==> src/rtl/eeprom_rw_seq_pkg.sv <==
// Shared types and widths for the EEPROM read/write sequencer.
package eeprom_seq_pkg;

  localparam int unsigned ADDR_W = 16;
  localparam int unsigned DATA_W = 8;

  typedef enum logic [2:0] {
    IDLE,
    WR_GAP,
    WR_REQ,
    WR_WAIT,
    RD_GAP,
    RD_REQ,
    RD_WAIT,
    DISP
  } state_e;

  // Counter width able to hold 0..max_val inclusive, never zero bits wide.
  function automatic int unsigned cnt_w(input int unsigned max_val);
    return $clog2(max_val + 2);
  endfunction

endpackage

==> src/rtl/eeprom_rw_seq_if.sv <==
// Handshake and byte bus between the sequencer and the I2C byte controller.
interface eeprom_rw_seq_if;
  import eeprom_seq_pkg::*;

  logic              i2c_start;
  logic              i2c_end;
  logic              wr_en;
  logic              rd_en;
  logic [ADDR_W-1:0] byte_addr;
  logic [DATA_W-1:0] wr_data;
  logic [DATA_W-1:0] rd_data;

  modport master (
    output i2c_start, wr_en, rd_en, byte_addr, wr_data,
    input  i2c_end, rd_data
  );

  modport slave (
    input  i2c_start, wr_en, rd_en, byte_addr, wr_data,
    output i2c_end, rd_data
  );

endinterface

==> src/rtl/eeprom_rw_seq_sync_fifo.sv <==
// Single-clock FIFO with a registered read port; reset empties it and clears rdata.
module sync_fifo #(
  parameter int unsigned DATA_W = eeprom_seq_pkg::DATA_W,
  parameter int unsigned DEPTH  = 16
) (
  input  logic              clk,
  input  logic              rst,
  input  logic              push,
  input  logic              pop,
  input  logic [DATA_W-1:0] wdata,
  output logic [DATA_W-1:0] rdata,
  output logic              full,
  output logic              empty
);

  localparam int unsigned AW = $clog2(DEPTH);

  logic [DATA_W-1:0] mem [DEPTH];
  logic [AW:0]       wptr_q, wptr_d;
  logic [AW:0]       rptr_q, rptr_d;
  logic [DATA_W-1:0] rdata_q, rdata_d;

  // Extra pointer bit distinguishes full from empty when the indices match.
  assign empty = (wptr_q == rptr_q);
  assign full  = (wptr_q[AW] != rptr_q[AW]) && (wptr_q[AW-1:0] == rptr_q[AW-1:0]);
  assign rdata = rdata_q;

  always_comb begin
    wptr_d  = wptr_q;
    rptr_d  = rptr_q;
    rdata_d = rdata_q;
    if (push && !full) wptr_d = wptr_q + (AW+1)'(1);
    if (pop) begin
      rptr_d  = rptr_q + (AW+1)'(1);
      rdata_d = mem[rptr_q[AW-1:0]];
    end
  end

  always_ff @(posedge clk) begin
    if (rst) begin
      wptr_q  <= '0;
      rptr_q  <= '0;
      rdata_q <= '0;
    end else begin
      wptr_q  <= wptr_d;
      rptr_q  <= rptr_d;
      rdata_q <= rdata_d;
    end
  end

  always_ff @(posedge clk) begin
    if (push && !full) mem[wptr_q[AW-1:0]] <= wdata;
  end

  a_no_pop_empty: assert property (@(posedge clk) disable iff (rst) !(pop && empty));

endmodule

==> src/rtl/eeprom_rw_seq.sv <==
// Sequencer: write burst of DATA_NUM bytes, or read burst into a FIFO then slow
// one-byte-at-a-time display. All handshake outputs are registered.
module eeprom_rw_seq
  import eeprom_seq_pkg::*;
#(
  parameter int unsigned       DATA_NUM     = 10,
  parameter int unsigned       FIFO_DEPTH   = 16,
  parameter logic [ADDR_W-1:0] START_ADDR   = 16'h005A,
  parameter logic [DATA_W-1:0] WR_INIT      = 8'hA5,
  parameter int unsigned       GAP_MAX      = 249_999,
  parameter int unsigned       DISP_CNT_MAX = 49_999_999
) (
  input  logic                   sys_clk,
  input  logic                   sys_rst,
  input  logic                   write,
  input  logic                   read,
  eeprom_rw_seq_if.master        bus,
  output logic [DATA_W-1:0]      fifo_data,
  output logic                   busy
);

  localparam int unsigned GAP_W  = cnt_w(GAP_MAX);
  localparam int unsigned DISP_W = cnt_w(DISP_CNT_MAX);
  localparam int unsigned IDX_W  = cnt_w(DATA_NUM);

  state_e            state_q, state_d;
  logic [GAP_W-1:0]  gap_q, gap_d;
  logic [DISP_W-1:0] disp_q, disp_d;
  logic [IDX_W-1:0]  idx_q, idx_d;
  logic              wr_en_q, wr_en_d;
  logic              rd_en_q, rd_en_d;
  logic              start_q, start_d;
  logic [ADDR_W-1:0] addr_q, addr_d;
  logic [DATA_W-1:0] wdata_q, wdata_d;
  logic              push, pop, fifo_full, fifo_empty;

  sync_fifo #(.DATA_W(DATA_W), .DEPTH(FIFO_DEPTH)) u_fifo (
    .clk   (sys_clk),
    .rst   (sys_rst),
    .push  (push),
    .pop   (pop),
    .wdata (bus.rd_data),
    .rdata (fifo_data),
    .full  (fifo_full),
    .empty (fifo_empty)
  );

  always_comb begin
    state_d = state_q;
    gap_d   = gap_q;
    disp_d  = disp_q;
    idx_d   = idx_q;
    wr_en_d = wr_en_q;
    rd_en_d = rd_en_q;
    start_d = 1'b0;
    addr_d  = addr_q;
    wdata_d = wdata_q;
    push    = 1'b0;
    pop     = 1'b0;
    unique case (state_q)
      IDLE: begin
        if (write) begin
          state_d = WR_GAP;
          wr_en_d = 1'b1;
          idx_d   = '0;
          gap_d   = '0;
        end else if (read) begin
          state_d = RD_GAP;
          rd_en_d = 1'b1;
          idx_d   = '0;
          gap_d   = '0;
        end
      end
      WR_GAP, RD_GAP: begin
        if (gap_q == GAP_W'(GAP_MAX)) begin
          gap_d   = '0;
          state_d = (state_q == WR_GAP) ? WR_REQ : RD_REQ;
          start_d = 1'b1;
          addr_d  = START_ADDR + ADDR_W'(idx_q);
          wdata_d = WR_INIT + DATA_W'(idx_q);
        end else begin
          gap_d = gap_q + GAP_W'(1);
        end
      end
      WR_REQ: state_d = WR_WAIT;
      RD_REQ: state_d = RD_WAIT;
      WR_WAIT, RD_WAIT: begin
        if (bus.i2c_end) begin
          push = (state_q == RD_WAIT) && !fifo_full;
          if (idx_q == IDX_W'(DATA_NUM - 1)) begin
            if (state_q == WR_WAIT) begin
              state_d = IDLE;
              wr_en_d = 1'b0;
            end else begin
              state_d = DISP;
              rd_en_d = 1'b0;
              disp_d  = '0;
            end
          end else begin
            idx_d   = idx_q + IDX_W'(1);
            state_d = (state_q == WR_WAIT) ? WR_GAP : RD_GAP;
          end
        end
      end
      DISP: begin
        // Pop at the start of each hold period; leave once the last period ends empty.
        pop = (disp_q == '0);
        if (disp_q == DISP_W'(DISP_CNT_MAX)) begin
          disp_d = '0;
          if (fifo_empty) state_d = IDLE;
        end else begin
          disp_d = disp_q + DISP_W'(1);
        end
      end
      default: state_d = IDLE;
    endcase
  end

  always_ff @(posedge sys_clk) begin
    if (sys_rst) begin
      state_q <= IDLE;
      gap_q   <= '0;
      disp_q  <= '0;
      idx_q   <= '0;
      wr_en_q <= 1'b0;
      rd_en_q <= 1'b0;
      start_q <= 1'b0;
      addr_q  <= '0;
      wdata_q <= '0;
    end else begin
      state_q <= state_d;
      gap_q   <= gap_d;
      disp_q  <= disp_d;
      idx_q   <= idx_d;
      wr_en_q <= wr_en_d;
      rd_en_q <= rd_en_d;
      start_q <= start_d;
      addr_q  <= addr_d;
      wdata_q <= wdata_d;
    end
  end

  assign bus.i2c_start = start_q;
  assign bus.wr_en     = wr_en_q;
  assign bus.rd_en     = rd_en_q;
  assign bus.byte_addr = addr_q;
  assign bus.wr_data   = wdata_q;
  assign busy          = (state_q != IDLE);

endmodule

==> src/flat_wrapper.sv <==
// flat-port wrapper written by rule: the top's interface ports become plain ports
module eeprom_rw_seq_flat import eeprom_seq_pkg::*;
#(
  parameter int unsigned       DATA_NUM     = 10,
  parameter int unsigned       FIFO_DEPTH   = 16,
  parameter logic [ADDR_W-1:0] START_ADDR   = 16'h005A,
  parameter logic [DATA_W-1:0] WR_INIT      = 8'hA5,
  parameter int unsigned       GAP_MAX      = 249_999,
  parameter int unsigned       DISP_CNT_MAX = 49_999_999
)
  (sys_clk, sys_rst, write, read, fifo_data, busy, bus_i2c_start, bus_wr_en, bus_rd_en, bus_byte_addr, bus_wr_data, bus_i2c_end, bus_rd_data);
  eeprom_rw_seq_if bus_i ();
  input  logic sys_clk;
  input  logic sys_rst;
  input  logic write;
  input  logic read;
  output logic [DATA_W-1:0] fifo_data;
  output logic busy;
  output wire logic [$bits(bus_i.i2c_start)-1:0] bus_i2c_start;
  output wire logic [$bits(bus_i.wr_en)-1:0] bus_wr_en;
  output wire logic [$bits(bus_i.rd_en)-1:0] bus_rd_en;
  output wire logic [$bits(bus_i.byte_addr)-1:0] bus_byte_addr;
  output wire logic [$bits(bus_i.wr_data)-1:0] bus_wr_data;
  input wire logic [$bits(bus_i.i2c_end)-1:0] bus_i2c_end;
  input wire logic [$bits(bus_i.rd_data)-1:0] bus_rd_data;
  assign bus_i2c_start = bus_i.i2c_start;
  assign bus_wr_en = bus_i.wr_en;
  assign bus_rd_en = bus_i.rd_en;
  assign bus_byte_addr = bus_i.byte_addr;
  assign bus_wr_data = bus_i.wr_data;
  assign bus_i.i2c_end = bus_i2c_end;
  assign bus_i.rd_data = bus_rd_data;
  eeprom_rw_seq #(.DATA_NUM(DATA_NUM), .FIFO_DEPTH(FIFO_DEPTH), .START_ADDR(START_ADDR), .WR_INIT(WR_INIT), .GAP_MAX(GAP_MAX), .DISP_CNT_MAX(DISP_CNT_MAX)) u_core (.sys_clk(sys_clk), .sys_rst(sys_rst), .write(write), .read(read), .bus(bus_i), .fifo_data(fifo_data), .busy(busy));
endmodule
==> config.mk <==
export PLATFORM = sky130hd
export DESIGN_NAME = eeprom_rw_seq_flat
export DESIGN_NICKNAME = d
export VERILOG_FILES = /design/src/rtl/eeprom_rw_seq_pkg.sv /design/src/rtl/eeprom_rw_seq_if.sv /design/src/rtl/eeprom_rw_seq_sync_fifo.sv /design/src/rtl/eeprom_rw_seq.sv /design/src/flat_wrapper.sv
export SDC_FILE = /design/constraint.sdc
export NUM_CORES = 1
export LEC_CHECK = 0
export CORE_ASPECT_RATIO = 0.8
export CORE_UTILIZATION = 64
export DETAILED_ROUTE_END_ITERATION = 10
export HOLD_SLACK_MARGIN = 0.1
export PLACE_DENSITY = 0.89
export SYNTH_ARGS = -nofsm -noshare
export SYNTH_HDL_FRONTEND = slang
export SYNTH_SLANG_ARGS = --single-unit
==> constraint.sdc <==
create_clock -name sys_clk -period 4 [get_ports sys_clk]
set_input_delay 0.6 -clock sys_clk [delete_from_list [all_inputs] [get_ports sys_clk]]
set_output_delay 0.6 -clock sys_clk [all_outputs]
set_load 0.02 [all_outputs]
==> results of run 1 <==
[metal layers]
metal / vias up / wire (µm) / track usage (%)
li1: 2747 / - / -
met1: 3065 / 8400 / 41.3
met2: 452 / 10100 / 47.9
met3: 63 / 2330 / 5.95
met4: 0 / 622 / 10.9
met5: - / 0 / 0
[Yosys cell counts, types with 8 or more instances]
library cell and count:
a21oi_1 26, a22oi_1 16, nand3_1 17, mux2i_1 11, mux4_2 32, xor2_1 24, inv_1 20, buf_2 16
nand2_1 47, edfxtp_1 128, nand4_1 22, clkbuf_1 19, and3_1 8, buf_4 12, nor2_1 87, xnor2_1 24
dfxtp_1 84, ha_1 14, o21ai_0 13, nor3_1 19, a211oi_1 8, nor4_1 11, or3_1 8
[worst reg2reg max path: stages (launching register included)]
cell and delay [ps]:
dfxtp_1 650, xnor2_1 200, or2_1 340, nor3_2 680, or3_1 600, nor2_1 140
[metrics by stage]
stage          total power, mW  area (µm²)
2_1_floorplan             2.66        9200
5_1_grt                   4.81       10300
3_5_place_dp              2.75        9640
4_1_cts                   4.70       10300
3_3_place_gp              2.73        9640
6_report                  4.70       10300
[cell families (layout without fill, tap and decap cells)]
kind of cell	after synthesis	count (layout)	synth area share, %
AND/OR/NAND/NOR	256	256	14.3
AO/OA/AOI/OAI	85	85	6.21
buffers and inverters	69	105	3.53
XOR/XNOR	48	48	4.58
multiplexers	44	44	9.18
other	1	10	0.0409
adder cells (fa/ha/maj)	14	14	1.91
flip-flops	212	212	60.3
[area by class of cell]
| cell class | count | share of cell area [%] |
|---|---|---|
| clock inverters | 14 | 1.47 |
| inverters | 21 | 0.764 |
| clock buffers | 22 | 5.13 |
| repair buffers | 48 | 4.37 |
| flip-flops and latches | 212 | 53.6 |
| well taps | 180 | 2.18 |
| multi-input cells | 457 | 32.5 |
[power by group through the flow]
stage / Sequential, mW / Combinational (mW) / Clock [mW]
5_1_grt: 2.39 / 0.361 / 2.06
3_3_place_gp: 2.43 / 0.301 / 0
3_5_place_dp: 2.43 / 0.313 / 0
4_1_cts: 2.38 / 0.332 / 1.99
2_1_floorplan: 2.40 / 0.252 / 0
6_report: 2.39 / 0.340 / 1.97
[sequential cells by signal, indices dropped and copies added (netlist names)]
register              cells
u_core.u_fifo.mem       128
u_core.state_q            3
u_core.u_fifo.rdata       8
u_core.bus.wr_en          1
u_core.u_fifo.wptr_q      5
u_core.u_fifo.rptr_q      5
u_core.bus.byte_addr      6
u_core.gap_q             18
u_core.bus.i2c_start      1
u_core.bus.rd_en          1
u_core.bus.wr_data        6
u_core.disp_q            26
u_core.idx_q              4
[path summary, 6_finish.rpt]
kind | from | endpoint | slack (ps) | depth (start not counted)
setup / recovery | u_core.state_q[2] | u_core.gap_q[17] | 1240 | 5
setup reg to reg | u_core.state_q[2] | u_core.gap_q[17] | 1240 | 5
hold / removal | u_core.bus.byte_addr[4] | u_core.bus.byte_addr[4] | 460 | 2
hold reg to reg | u_core.bus.byte_addr[4] | u_core.bus.byte_addr[4] | 460 | 2
==> summary.txt, run 1 <==
Pleak = 3.32 nW
post-synth top area cell = edfxtp_1
# Max-Cap Violations = 0
pre-CTS setup slack = 1000 ps
clk slew on worst S/H paths = 70 ps
TritonCTS buffer count = 20
Layout Cells excl Fill = 954
Power per Cell Area = 456 nW/µm²
Slew Viols, Final = 0
outcome = finished clean
CTS tree = built
DPL Wire Length = 13,400 µm
Inst Count DP = 918
sequential group share of total power = 50.8%
clk_skew = 11.6 ps
post-DR wirelength/cell = 22.5 µm
final hold vios = 0
Antenna diodes = 0
# setup viols final = 0
worst path bufs/invs = 0
cts hold-fix bufs = 0
layout cell share with drive strength beyond 1 = 11.1%
Initial Util = 66.5%
Reg area = 5530 µm²
switch share = 23.5%
die area = 14,800 µm²
sequential area share after synthesis = 60.3%
peak supply drop = 344 µV
normalized max-slew margin = 33.3%
Nets = 787
Die H = 109 µm
post-layout util = 74.8%
H-tree levels = 1
crit path cell chain = xnor2_1, or2_1, nor3_2, or3_1, nor2_1
total gr overflow = 0
Yosys warnings = 0
largest net degree at the start of global routing = 37
Cells after Synth = 729
Post-DRT Antenna Nets = 0
I/O pins = 49
Crit. End Element = flip-flop
clk_lat worst skew = 500 ps
vias in the first global route = 5,905
critical path class = flip-flop to flip-flop
Fillers = 789
area of the multi-input gates = 3350 µm²
Synth Area per Inst = 12.6 µm²
RSZ-0062 raised after global routing = false
Total GRT Usage = 30.1%
area grow syn2layout = 12.5%
Synth area leaders = edfxtp_1, dfxtp_1, mux4_2
row count = 38
Clock Sinks = 212
Synth cell types = 62
Clk pwr share = 42.0%
Post-route DRC = 0
Pre-Repair DR Iteration Count = 5
EDFF count, synth = 128
Slew @ Worst Pin = 1000 ps
Clock Path Buffers = 3
Slowest cell on crit path = nor3_2
crit path time final = 2760 ps
setup slack after layout = 1240 ps
Die Wd = 136 µm
Synth Flop Type = edfxtp_1
Port-buffer cells = 38
most common cell after layout, fill and taps aside = edfxtp_1
clock root buffer = clkbuf_16
Post-Route WL = 21,400 µm
Pint = 3.60 mW
combinational power share = 7.2%
crit-path max FO = 18
RePlAce Congestion = 0.896
Async SR Flop Fraction = 0%
Via density = 6.63
startpoint types = flip-flop
Worst Hold Slack = 464 ps
share of the synthesized area in the top cell type = 41.9%
Hold Path Class = flip-flop to flip-flop
core box area = 13,800 µm²
FF+latch count, synth = 212
mapped cell area = 9170 µm²
DRT iter0 DRCs = 737
Via Count = 6,327
sw power = 1.10 mW
fmax = 363 MHz
fin crit share = 68.9%
initial antenna violation count = 0
most frequent cells in the layout = edfxtp_1, nor2_1, dfxtp_1
first-pass GRT wire length = 32,900 µm
Setup TNS = 0 ps
Crit path max-delay family = simple AND/OR/NAND/NOR gates
CP peak stage delay = 680 ps
CP required = 4350 ps
Setup Buffers After CTS = 0
PostCTS Resize Cnt = 0
Crit path arrival time = 3110 ps
No activity file was read; power rests on OpenSTA's default activity.
==> inputs of run 2 (changes only) <==
Settings changed: CORE_UTILIZATION 64 to 54, PLACE_DENSITY 0.89 to 0.81.
Clock period 4 ns to 2.3 ns, I/O delays scaled along.
==> summary.txt, run 2 (synthesis gave the netlist of run 1 again) <==
outcome = finished clean
TritonCTS buffer count = 22
Post-DRT Antenna Nets = 0
Port-buffer cells = 38
most frequent cells in the layout = edfxtp_1, nor2_1, dfxtp_1
total gr overflow = 0
clk_skew = 10.2 ps
final hold vios = 0
core box area = 16,600 µm²
pre-CTS setup slack = 0.616 ps
layout cell share with drive strength beyond 1 = 14.4%
Clock Path Buffers = 3
Via Count = 6,205
Worst Hold Slack = 121 ps
normalized max-slew margin = 48.2%
CTS tree = built
fmax = 469 MHz
crit path time final = 2130 ps
post-DR wirelength/cell = 19.8 µm
Hold Path Class = input port to flip-flop
row count = 42
Inst Count DP = 982
largest net degree at the start of global routing = 26
first-pass GRT wire length = 32,100 µm
Die Wd = 148 µm
most common cell after layout, fill and taps aside = edfxtp_1
CP required = 2730 ps
area grow syn2layout = 16.4%
area post-placement = 9890 µm²
Layout Cells excl Fill = 1,024
RePlAce Congestion = 0.872
startpoint types = flip-flop
Slew @ Worst Pin = 775 ps
Crit path arrival time = 2560 ps
Power per Cell Area = 783 nW/µm²
clock root buffer = clkbuf_16
RSZ-0062 raised after global routing = false
vias in the first global route = 5,980
Antenna diodes = 0
DPL Wire Length = 13,100 µm
fin crit share = 92.6%
Post-route DRC = 0
Slew Viols, Final = 0
initial antenna violation count = 0
DRT iter0 DRCs = 569
# Max-Cap Violations = 0
Initial Util = 55.4%
Via density = 6.06
Total GRT Usage = 23.6%
critical path class = flip-flop to flip-flop
clk_lat worst skew = 500 ps
peak supply drop = 510 µV
Clock Sinks = 212
post-layout util = 64.5%
Post-Route WL = 20,200 µm
Pre-Repair DR Iteration Count = 6
clk slew on worst S/H paths = 60 ps
die area = 17,500 µm²
H-tree levels = 1
Pleak = 3.52 nW
overall power = 8.35 mW
Die H = 119 µm
post-route cell area = 10,700 µm²
Crit. End Element = flip-flop
I/O pins = 49
# setup viols final = 0
Nets = 815
setup slack after layout = 170 ps
crit-path max FO = 11
flip-flop count of the largest register after layout = 128
Setup TNS = 0 ps
==> run 2: cell count changes in the layout (fill, tap and decap cells not counted), sizes merged, moves of 3 or more <==
cell / change
clkinvlp: -5
clkinv: -3
clkbuf: +13
buf: +25
==> run 2: area by class of cell <==
cell class	count	area (µm²)
repair buffers	74	682
well taps	220	275
clock inverters	6	85.1
clock buffers	34	658
multi-input cells	457	3370
inverters	21	78.8
fillers	1132	5880
flip-flops and latches	212	5530
==> run 2: layer usage <==
metal  track usage, %  vias up  share of wire, %
li1                 -     2798                 -
met1             32.2     3064                42
met2             36.8      288                47
met3             6.87       55               8.4
met4             6.96        0               2.8
met5                0        -                 0
==> run 2: final timing paths <==
check / from / to / slack, ps / cells after the start
worst max-delay path: u_core.idx_q[1] / u_core.disp_q[25] / 170 / 8
worst max register to register: u_core.idx_q[1] / u_core.disp_q[25] / 170 / 8
worst min register to register: u_core.bus.byte_addr[0] / u_core.bus.byte_addr[0] / 450 / 2
worst min-delay path: sys_rst / u_core.bus.rd_en / 120 / 2
==> run 2: timing repair <==
action	CTS	global route
setup buffers	0	2
resized for setup	2	1
hold buffers	0	0
pin swaps	0	1
setup endpoints to repair	1	11
==> run 2: critical path: stages, from the launching register on <==
cell	delay, ps
dfxtp_1	380
inv_1	120
ha_1	250
nand4b_4	150
a21oi_1	200
buf_4	200
nand4_1	210
or3_1	410
a21oi_1	150
==> run 2: power by group <==
part           switching [mW]  internal, mW  total, mW
sequential             0.0591          4.06       4.12
combinational           0.399         0.214      0.613
clock                    1.42          2.20       3.62
==> inputs of run 3 (changes only) <==
Settings changed: ABC_AREA set to 1, SYNTH_HIERARCHICAL set to 1.
==> summary.txt, run 3 <==
Antenna diodes = 0
Clock Sinks = 212
crit-path max FO = 6
Reg area = 5530 µm²
EDFF count, synth = 128
RePlAce Congestion = 0.932
count leader, synth = nand2_1
outcome = finished clean
Synth Flop Type = edfxtp_1
Inst Count DP = 1,414
Crit. End Element = output port
most frequent cells in the layout = nand2_1, nor2_1, edfxtp_1
Post-route DRC = 0
Initial Util = 56.1%
Clock Path Buffers = 3
Setup TNS = 0 ps
flip-flop count of the largest register after layout = 128
Total GRT Usage = 23.8%
critical path class = flip-flop to output port
commonest cells in the netlist = nand2_1, nor2_1, edfxtp_1
# setup viols final = 0
core box area = 17,600 µm²
cts hold-fix bufs = 0
CTS tree = built
peak supply drop = 725 µV
startpoint types = flip-flop
post-synth top area cell = edfxtp_1
Via density = 5.38
clk_lat worst skew = 510 ps
area of the multi-input gates = 3790 µm²
Layout Cells excl Fill = 1,452
total gr overflow = 0
Port-buffer cells = 38
PostCTS Resize Cnt = 0
Post-DRT Antenna Nets = 0
post-layout util = 64.1%
Cells after Synth = 1,148
clk_skew = 22.7 ps
layout cell share with drive strength beyond 1 = 9.29%
post-DR wirelength/cell = 15.0 µm
TritonCTS buffer count = 21
fin crit share = 92.6%
normalized max-slew margin = 53.4%
die area = 18,900 µm²
Slew Viols, Final = 0
Synth cell types = 39
Slew @ Worst Pin = 699 ps
mapped cell area = 9890 µm²
CP required = 1960 ps
I/O pins = 49
Setup Buffers After CTS = 0
Power per Cell Area = 761 nW/µm²
Nets = 1,239
share of the synthesized area in the top cell type = 38.9%
vias in the first global route = 7,203
fmax = 470 MHz
Fillers = 1,435
Pre-Repair DR Iteration Count = 8
DRT iter0 DRCs = 845
DPL Wire Length = 14,900 µm
area grow syn2layout = 14.3%
clk slew on worst S/H paths = 60 ps
row count = 43
most common cell after layout, fill and taps aside = nand2_1
Die H = 123 µm
Die Wd = 153 µm
final hold vios = 0
initial antenna violation count = 0
Synth area leaders = edfxtp_1, dfxtp_1, nand2_1
FF+latch count, synth = 212
Post-Route WL = 21,800 µm
first-pass GRT wire length = 35,600 µm
Yosys warnings = 6
RSZ-0062 raised after global routing = false
Hold Path Class = flip-flop to flip-flop
# Max-Cap Violations = 0
largest net degree at the start of global routing = 69
clock root buffer = clkbuf_16
sequential area share after synthesis = 55.9%
Pleak = 4.32 nW
Synth Area per Inst = 8.62 µm²
H-tree levels = 1
Via Count = 7,813
crit path time final = 2130 ps
Crit path arrival time = 1780 ps
Async SR Flop Fraction = 0%
[run 3: cell types whose count changed after synthesis, sizes merged, moves of 31 or more]
cell and delta:
nand3 +87, o21ai +36, nand2 +301, mux4 -32, inv +62, a21oi +31
nor2 +63
[run 3: cell families (layout without fill, tap and decap cells)]
family	count (synthesis)	after routing	share of synthesized area, %
XOR/XNOR	21	21	1.86
flip-flops	212	212	55.9
other	1	10	0.0379
AND/OR/NAND/NOR	655	655	28.2
buffers and inverters	133	203	6.26
adder cells (fa/ha/maj)	14	14	1.77
AO/OA/AOI/OAI	112	112	6.05
[run 3: area by class of cell]
type | count | share of cell area [%]
Sequential cell | 212 | 48.9
Multi-Input combinational cell | 812 | 33.5
Timing Repair Buffer | 80 | 6.38
Clock buffer | 24 | 4.75
Inverter | 85 | 2.84
Tap cell | 225 | 2.49
Clock inverter | 14 | 1.16
[run 3: worst paths after layout]
kind	endpoint	slack [ps]	cells after the start	start
max	busy	170	3	u_core/state_q[1]
min reg2reg	u_core/bus.rd_en	440	2	u_core/bus.rd_en
max reg2reg	u_core/u_fifo/mem[0][2]	180	12	u_core/u_fifo/wptr_q[0]
min	u_core/bus.rd_en	440	2	u_core/bus.rd_en
[run 3: per-stage QoR]
| step | hold slack, ps | area [µm²] | setup slack (ps) | power, mW |
|---|---|---|---|---|
| final | 444 | 11300 | 171 | 8.60 |
| after global routing | 472 | 11300 | 46.0 | 8.96 |
| after CTS | 445 | 11300 | 175 | 8.65 |
| after detailed placement | 436 | 10600 | 199 | 5.35 |
| after global placement | 435 | 10600 | 226 | 5.34 |
| after floorplan | 414 | 9930 | 9.75 | 5.02 |
[run 3: worst max-delay path, stage by stage, from the launching register on]
cell             delay [ps]
dfxtp_1                 430
inv_2                   100
nand3_2                 130
clkdlybuf4s50_1         620
[run 3: report_power, final]
group | switching [mW] | internal (mW) | total (mW)
Clock | 1.40 | 1.91 | 3.31
Combinational | 0.749 | 0.365 | 1.11
Sequential | 0.0783 | 4.10 | 4.18
Total | 2.22 | 6.38 | 8.60
[run 3: layer usage]
metal	vias to the layer above	global-route usage [%]	wire (µm)
li1	3908	-	-
met1	3524	33.6	9740
met2	338	37.4	9760
met3	43	3.82	1810
met4	0	9.09	543
met5	-	0	0
